### config.mk
export PLATFORM = sky130hd
export DESIGN_NAME = wf68k30l_bus_responder
export DESIGN_NICKNAME = d
export VERILOG_FILES = /design/src/rtl/wf68k30l_pkg.sv /design/src/rtl/wf68k30l_bus_lane_decode.sv /design/src/rtl/wf68k30l_bus_responder.sv
export SDC_FILE = /design/constraint.sdc
export NUM_CORES = 1
export LEC_CHECK = 0
export BUFFER_PORTS_ARGS = -buffer_cell sky130_fd_sc_hd__buf_2
export CAP_MARGIN = 20
export CORE_MARGIN = 3
export CORE_UTILIZATION = 31
export CTS_CLUSTER_DIAMETER = 50
export CTS_CLUSTER_SIZE = 16
export DETAILED_ROUTE_END_ITERATION = 8
export PLACE_DENSITY = 0.6
export REMOVE_ABC_BUFFERS = 1
export SLEW_MARGIN = 20
export SYNTH_ARGS = -nofsm -noshare
export SYNTH_HDL_FRONTEND = slang
export SYNTH_SLANG_ARGS = --single-unit
### constraint.sdc
create_clock -name CLK -period 6.1 [get_ports CLK]
set_clock_uncertainty 0.15 [all_clocks]
set_input_delay 0 -clock CLK [delete_from_list [all_inputs] [get_ports CLK]]
set_output_delay 0 -clock CLK [all_outputs]
set_load 0.05 [all_outputs]
### src/rtl/wf68k30l_pkg.sv
// Shared WF68K30L bus definitions: function codes, SIZ encodings and the
// bus responder state type.
package wf68k30l_pkg;

  localparam logic [2:0] FC_USER_DATA  = 3'd1;
  localparam logic [2:0] FC_USER_PROG  = 3'd2;
  localparam logic [2:0] FC_SUPER_DATA = 3'd5;
  localparam logic [2:0] FC_SUPER_PROG = 3'd6;
  localparam logic [2:0] FC_CPU_SPACE  = 3'd7;

  localparam logic [1:0] SIZ_LONG  = 2'b00;
  localparam logic [1:0] SIZ_BYTE  = 2'b01;
  localparam logic [1:0] SIZ_WORD  = 2'b10;
  localparam logic [1:0] SIZ_3BYTE = 2'b11;

  typedef enum logic [2:0] {
    IDLE,
    DECODE,
    WAIT,
    ACCESS,
    ACK
  } bus_resp_state_t;

endpackage

### src/rtl/wf68k30l_bus_lane_decode.sv
// Byte-lane enables for a 32-bit port from SIZ1:0 and A1:0; lanes past D7:0
// are left for the core to rerun under dynamic bus sizing.
module wf68k30l_bus_lane_decode
  import wf68k30l_pkg::*;
(
  input  logic [1:0] size_in,
  input  logic [1:0] a_lo,
  output logic [3:0] be
);

  logic [2:0] n_bytes;
  logic [2:0] lane_end;

  always_comb begin
    n_bytes = 3'd4;
    case (size_in)
      SIZ_LONG:  n_bytes = 3'd4;
      SIZ_BYTE:  n_bytes = 3'd1;
      SIZ_WORD:  n_bytes = 3'd2;
      SIZ_3BYTE: n_bytes = 3'd3;
    endcase
    // One past the last lane; may exceed 4 when the operand is misaligned.
    lane_end = {1'b0, a_lo} + n_bytes;
    be = 4'b0000;
    for (int i = 0; i < 4; i++) begin
      if ((3'(i) >= {1'b0, a_lo}) && (3'(i) < lane_end)) begin
        be[3-i] = 1'b1;
      end
    end
  end

endmodule

### src/rtl/wf68k30l_bus_responder.sv
// Responder end of the WF68K30L asynchronous bus: one on-chip RAM window as a
// 32-bit port, plus interrupt-acknowledge cycles answered by vector or autovector.
module wf68k30l_bus_responder
  import wf68k30l_pkg::*;
#(
  parameter logic [31:0] BASE_ADR    = 32'h0000_0000,
  parameter int          ADR_BITS    = 16,
  parameter int          WAIT_STATES = 1,
  parameter logic [15:0] PROT_BYTES  = 16'h0400
) (
  input  logic                CLK,
  input  logic                RESET,
  input  logic [31:0]         ADR_IN,
  input  logic [2:0]          FC_IN,
  input  logic [1:0]          SIZE_IN,
  input  logic                RWn,
  input  logic                ASn,
  input  logic                DSn,
  input  logic [31:0]         DATA_IN,
  output logic [31:0]         DATA_OUT,
  output logic                DATA_EN,
  output logic [1:0]          DSACKn,
  output logic                BERRn,
  output logic                AVECn,
  input  logic [7:0]          IRQ_VEC,
  input  logic                IRQ_AUTO,
  output logic [ADR_BITS-3:0] MEM_ADR,
  output logic                MEM_WE,
  output logic [3:0]          MEM_BE,
  output logic [31:0]         MEM_WDATA,
  input  logic [31:0]         MEM_RDATA
);

  localparam logic [32:0] WIN_SIZE = 33'd1 << ADR_BITS;
  localparam logic [3:0]  WS_M1    = (WAIT_STATES > 0) ? 4'(WAIT_STATES - 1) : 4'd0;

  bus_resp_state_t state_q, state_d;
  logic [3:0]  cnt_q, cnt_d;
  logic [31:0] data_out_q, data_out_d;
  logic        data_en_q, data_en_d;
  logic [1:0]  dsack_q, dsack_d;
  logic        berr_q, berr_d;
  logic        avec_q, avec_d;
  logic        we_q, we_d;
  logic [3:0]  be_q, be_d;

  logic [31:0] offset;
  logic        in_win, is_iack, is_ram, fc_mem, prot_hit;
  logic [3:0]  lane_be;

  wf68k30l_bus_lane_decode u_lane (
    .size_in (SIZE_IN),
    .a_lo    (ADR_IN[1:0]),
    .be      (lane_be)
  );

  // RAM address follows the bus directly so read data is ready by ACCESS.
  assign MEM_ADR   = ADR_IN[ADR_BITS-1:2];
  assign MEM_WDATA = DATA_IN;

  assign offset   = ADR_IN - BASE_ADR;
  assign in_win   = (ADR_IN >= BASE_ADR) && ({1'b0, offset} < WIN_SIZE);
  assign fc_mem   = (FC_IN == FC_USER_DATA) || (FC_IN == FC_USER_PROG) ||
                    (FC_IN == FC_SUPER_DATA) || (FC_IN == FC_SUPER_PROG);
  assign prot_hit = !FC_IN[2] && (offset < {16'd0, PROT_BYTES});
  assign is_iack  = (FC_IN == FC_CPU_SPACE) && (ADR_IN[19:16] == 4'hF);
  assign is_ram   = in_win && fc_mem && !prot_hit;

  always_comb begin
    state_d    = state_q;
    cnt_d      = cnt_q;
    data_out_d = data_out_q;
    data_en_d  = data_en_q;
    dsack_d    = dsack_q;
    berr_d     = berr_q;
    avec_d     = avec_q;
    we_d       = we_q;
    be_d       = be_q;
    case (state_q)
      IDLE: begin
        if (!ASn && (RWn || !DSn)) state_d = DECODE;
      end
      DECODE: begin
        if (is_iack) begin
          state_d = ACK;
          if (IRQ_AUTO) begin
            avec_d = 1'b0;
          end else begin
            dsack_d    = 2'b00;
            data_en_d  = 1'b1;
            data_out_d = {IRQ_VEC, 16'h0000, IRQ_VEC};
          end
        end else if (is_ram) begin
          be_d = RWn ? 4'b1111 : lane_be;
          if (WAIT_STATES == 0) begin
            state_d = ACCESS;
            we_d    = !RWn;
          end else begin
            state_d = WAIT;
            cnt_d   = WS_M1;
          end
        end else begin
          state_d = ACK;
          berr_d  = 1'b0;
        end
      end
      WAIT: begin
        if (cnt_q == 4'd0) begin
          state_d = ACCESS;
          we_d    = !RWn;
        end else begin
          cnt_d = cnt_q - 4'd1;
        end
      end
      ACCESS: begin
        we_d    = 1'b0;
        state_d = ACK;
        dsack_d = 2'b00;
        if (RWn) begin
          data_out_d = MEM_RDATA;
          data_en_d  = 1'b1;
        end
      end
      ACK: ;
      default: state_d = IDLE;
    endcase
    // Strobe negation ends the cycle from any active state, aborting if early.
    if (ASn && (state_q != IDLE)) begin
      state_d    = IDLE;
      cnt_d      = 4'd0;
      data_out_d = 32'd0;
      data_en_d  = 1'b0;
      dsack_d    = 2'b11;
      berr_d     = 1'b1;
      avec_d     = 1'b1;
      we_d       = 1'b0;
      be_d       = 4'b0000;
    end
  end

  always_ff @(posedge CLK or posedge RESET) begin
    if (RESET) begin
      state_q    <= IDLE;
      cnt_q      <= 4'd0;
      data_out_q <= 32'd0;
      data_en_q  <= 1'b0;
      dsack_q    <= 2'b11;
      berr_q     <= 1'b1;
      avec_q     <= 1'b1;
      we_q       <= 1'b0;
      be_q       <= 4'b0000;
    end else begin
      state_q    <= state_d;
      cnt_q      <= cnt_d;
      data_out_q <= data_out_d;
      data_en_q  <= data_en_d;
      dsack_q    <= dsack_d;
      berr_q     <= berr_d;
      avec_q     <= avec_d;
      we_q       <= we_d;
      be_q       <= be_d;
    end
  end

  assign DATA_OUT = data_out_q;
  assign DATA_EN  = data_en_q;
  assign DSACKn   = dsack_q;
  assign BERRn    = berr_q;
  assign AVECn    = avec_q;
  assign MEM_WE   = we_q;
  assign MEM_BE   = be_q;

endmodule

# Word-level counts from Yosys, hierarchy flattened
# Cells that the tools add are included.
# totals
register_bits	49
latch_bits	0
ramBits	0
mem_bits_ro	0
input_bits	115
output_inout_bits	88
wordCells	129
mem_count	0
# classes
n_addsub	2
n_mul	0
div_mod_pow	0
n_lt_le_gt_ge	10
eq_ne	24
shifts	0
n_mux	46
bitwise_logic	0
reduce_logical	38
# ops
operator	n
$mux W32	4
$pmux W32 S2	1
$mux W4	9
$ge A32 B1 Y1 const B	1
$lt A32 B11 Y1 const B	1
$lt A32 B17 Y1 const B	1
$ne A3 B3 Y1 const B	8
$mux W1	18
$mux W3	5
$pmux W3 S5	1
$reduce_and A3 Y1	5
$eq A3 B3 Y1 const B	4
$pmux W3 S4	1
$reduce_bool A3 Y1	4
$logic_and A1 B1 Y1	10
$eq A3 B2 Y1 const B	3
$pmux W4 S2	1
$reduce_and A4 Y1	2
$reduce_bool A2 Y1	4
$eq A3 B1 Y1 const B	2
$lt A1 B3 Y1 const A	2
$lt A2 B3 Y1 const A	2
$mux W2	3
$logic_not A1 Y1	5
other kinds (16)	23

# Longest topological paths before layout
# logic_depth
depth_word	11
ltp_mapped	7
ltp_nobuf	6

# Modules after synthesis
# From an unflattened synthesis, not the netlist that was laid out.
# hier_totals
cells_unflattened	292
area_unflattened_um2	2890.3
# modules_own_cells
module	instances	cells_per_inst	area_per_inst_um2	seq_area_each_um2
wf68k30l_bus_responder	1	279	2803.9	1204.9
wf68k30l_bus_lane_decode	1	13	86.3	0.0

# Worst setup path before layout
# No wires, ideal clock.
# synth_timing
kind	flip-flop to flip-flop
from	reg state_q[0]
to	reg data_out_q[0] (netlist: DATA_OUT[0])
setup_ns	0.125
arrival_ns	1.670
required_time_ns	5.825
path_slack_ns	4.155
stages_incl_launch_ff	7
path_buffers	2
period_less_slack_ns	1.945
cell_sequence	dfrtp_1 > buf_6 > nor3b_4 > and4bb_4 > a211oi_4 > buf_6 > mux2_4
# synth_between
elab_chain_len	4
word_cells_on_any_way	11
cone_classes	eq/ne: 5; mux: 2; reduce/logical: 4
# synth_lines
item	line_no	source
from (decl)	wf68k30l_bus_responder.sv:37	bus_resp_state_t state_q, state_d;
from (signal assigned)	wf68k30l_bus_responder.sv:153	state_q <= state_d;
$reduce_bool A3 Y1	wf68k30l_bus_responder.sv:128	if (ASn && (state_q != IDLE)) begin
$logic_and A1 B1 Y1	wf68k30l_bus_responder.sv:128	
$ne A3 B3 Y1 (no source line) / $reduce_bool A3 Y1 (equally long branches)	n/a	
$reduce_and A4 Y1 (no source line)	n/a	
to (signal assigned)	wf68k30l_bus_responder.sv:155	data_out_q <= data_out_d;
to (decl)	wf68k30l_bus_responder.sv:39	logic [31:0] data_out_q, data_out_d;
# Parallel ways exist; a longest one is shown, timed or not.
# A chain may end at the register's enable or synchronous reset.

# Worst setup path after layout
# layout_timing
from	reg state_q[1]
to	reg data_out_q[25] (netlist: DATA_OUT[25])
# Same word-level chain as after synthesis.

==> results.yml <==
outcome:
  status: "complete, no violations"
synthesis:
  ys_ff_latch: 48
  postSynthCellCount: 283
  synthDistinctLibCells: 47
  yosys_warnings: 0
  synth.avg_cell_area_um2: 10.09
  synth_area_um2: 2856
  async_flop_share_pct: 100.0
  ys_seq_area_share_pct: 42.18
  ys.flop_type: "dfrtp_1"
  synth_enable_flop_cells: 0
flow_run:
  drv_cap: 0
layout:
  ff_latch_area_um2: 1205
  multi_input_area_um2: 1165
  n_fill_cell: 838
  finalNetCount: 562
  postLayoutCoreUtil_pct: 47.57
  layout_commonest_cell: "buf_2"
  mostFrequentLayoutCells: "buf_2, dlygate4sd3_1, dfrtp_1"
  syn2layout_area_growth_pct: 47.35
  drive_gt1_share_pct: 34.68
setup_path:
  reg2reg_from: "state_q[1]$_DFFE_PP0P_"
  crit_slowest_cell: "and3b_1"
  worst_r2r_path_depth: 5
  r2r-end: "DATA_OUT[25]$_DFFE_PP0P_"
  crit_chain: "and3b_1, nand2b_1, a21oi_1, dlygate4sd3_1, mux2_1"
  timing.critical_path.required_ps: 6130
  crit_fanout: 27
  max_stage_delay_ps: 780
  cp.arrival_ps: 2860
  endpoint_kind: "flip-flop"
  reg2reg_slack_ps: 3270
  startpoint_type: "flip-flop"
  crit_type: "flip-flop to flip-flop"
global_routing:
  antenna_found_initial: 0
  grt_pass1_wl_um: 14280
  grt_max_degree: 49
  use_met3_pct: 5.324
  grt_pass1_vias: 2699
  grt-ovfl-total: 0
  grt-busiest-layer: "met2"
  gr-usage-all-layers_pct: 17.93
  grt_util_met2_pct: 28.79
  grt.met1_usage_pct: 23.72
cts:
  clock_latency_ps: 290
  clk_pin_slew_ps: 90
  post_cts_buffers: 0
  htree_levels: 2
  cts.repair.resized: 0
  clock_path_buffers: 2
  cts_tree: "yes"
  ctsRootBufferMaster: "clkbuf_8"
  cts_sinks: 48
  numCtsBuffers: 5
min_path:
  hold_path_depth: 4
  hp-start: "IRQ_VEC[0]"
  hold_class: "input pin to flip-flop"
  min_to: "DATA_OUT[0]$_DFFE_PP0P_"
route:
  finalWirelength_um: 9726
  vias: 2655
  ant_nets: 0
  vias_per_cell: 4.801
  drt-initial-drc-count: 62
  firstDrtPassIters: 4
  routedWlPerCell_um: 17.59
  drc: 0
sta:
  timing.setup.tns_ps: 0
  rsz0062_at_grt: "no"
  fmaxAchievable_mhz: 353.1
  hold_viol: 0
  fin_crit_ps: 2832
  relSlewSlack_pct: 39.01
  post-route-period-util_pct: 46.42
  setup_violations: 0
  drv_slew: 0
  tightest_slew_ps: 914.9
power:
  powerDensity_nw_per_um2: 251.0
  ir_drop_v: 0.0001267
  p_leak_nw: 2.073
floorplan:
  fp.dieH_um: 102.0
  die_w_um: 102.0
  row_count: 34
  fp.coreArea_um2: 8848
  initial_core_util_pct: 32.28
  io_pins: 203
  die_area_um2: 10400
placement:
  gp_congestion: 0.7674
  port_buffers: 122
  dp_hpwl_um: 6543
## per-layer routing
metal  share of wire, %  up-vias
met1                 45     1273
li1                   -     1260
met3                6.8       14
met5                  0        -
met2                 47      108
met4                1.4        0
## worst max-delay path, delay by kind of cell (launching register included)
family / cells / cell delay, ps
buffers and inverters: 1 / 600
DFF: 1 / 580
and+or+nand+nor: 2 / 1020
AOI/OAI and AO/OA: 1 / 80
muxes: 1 / 290
## worst max path at each step
stage,startpoint,end
final,state_q[1]$_DFFE_PP0P_,DATA_OUT[25]$_DFFE_PP0P_
after global routing,state_q[1]$_DFFE_PP0P_,DATA_OUT[26]$_DFFE_PP0P_
after CTS,state_q[1]$_DFFE_PP0P_,DATA_OUT[25]$_DFFE_PP0P_
after detailed placement,state_q[1]$_DFFE_PP0P_,DATA_OUT[7]$_DFFE_PP0P_
after global placement,state_q[2]$_DFFE_PP0P_,DATA_OUT[7]$_DFFE_PP0P_
after floorplan,state_q[2]$_DFFE_PP0P_,DATA_OUT[5]$_DFFE_PP0P_
## per-stage QoR
stage | cell area, um^2 | power, mW | worst slack (ps) | hold slack [ps] | instances
3_3_place_gp | 3153 | 0.7231 | 3532 | -149.7 | 450
2_1_floorplan | 2392 | 0.6217 | 3435 | -150.0 | 218
5_1_grt | 4207 | 1.106 | 3099 | 3.847 | 552
3_5_place_dp | 3153 | 0.7273 | 3489 | -149.7 | 450
6_report | 4209 | 1.056 | 3268 | 14.60 | 553
4_1_cts | 4205 | 1.066 | 3303 | 3.367 | 552
## power by group
group          internal (mW)  switching [mW]
clock                  0.121           0.108
sequential             0.361          0.0255
combinational          0.147           0.293
total                  0.629           0.427
## flip-flops by register name, summed over array words and instances (netlist names)
name,count
AVECn,1
BERRn,1
DATA_EN,1
DATA_OUT,32
DSACKn,1
MEM_BE,4
MEM_WE,1
cnt_q,4
state_q,3
## Yosys cell counts (2+ instances only)
cell,instances,area (um^2)
buf_4,49,367.9
dfrtp_1,45,1126
nand2_1,30,112.6
a21oi_1,25,125.1
a22o_1,16,140.1
o21ai_0,12,60.06
mux2_4,10,150.1
nand2b_1,9,56.30
clkbuf_1,7,26.28
inv_1,6,22.52
nor2_1,5,18.77
buf_2,4,20.02
buf_6,4,45.04
mux2i_1,4,40.04
nand3_1,4,20.02
nor4_1,4,25.02
or3_1,4,25.02
dfstp_2,3,78.83
ha_1,3,37.54
mux2_1,3,33.78
mux2_2,3,33.78
nor3b_1,3,22.52
a211oi_1,2,15.01
and2_1,2,12.51
nor3_1,2,10.01
o31ai_1,2,15.01
or4_1,2,15.01
## cell families (layout without fill, tap and decap cells)
| family | after synthesis | in the layout | share of synthesized area, % |
|---|---|---|---|
| simple gates | 74 | 74 | 14.28 |
| fa+ha+maj | 4 | 4 | 2.015 |
| compound gates | 66 | 66 | 15.46 |
| other cells | 0 | 1 | 0 |
| buf+inv | 71 | 232 | 17.04 |
| mux | 20 | 20 | 9.023 |
| flops | 48 | 48 | 42.18 |
## what timing repair did
item,in CTS,in global routing
endpoints found under the hold margin,123,0
endpoints found under the setup margin,0,0
hold buffers,94,0
## area by class of cell
cell class | instances | share of cell area (%)
antenna | 1 | 0.05945
tap | 108 | 3.210
inverter | 6 | 0.5648
multi-input combinational | 164 | 27.68
timing repair buffer | 218 | 37.22
sequential | 48 | 28.63
clock buffer | 5 | 1.635
clock inverter | 3 | 1.011
Power figures use the tool's default switching activity.
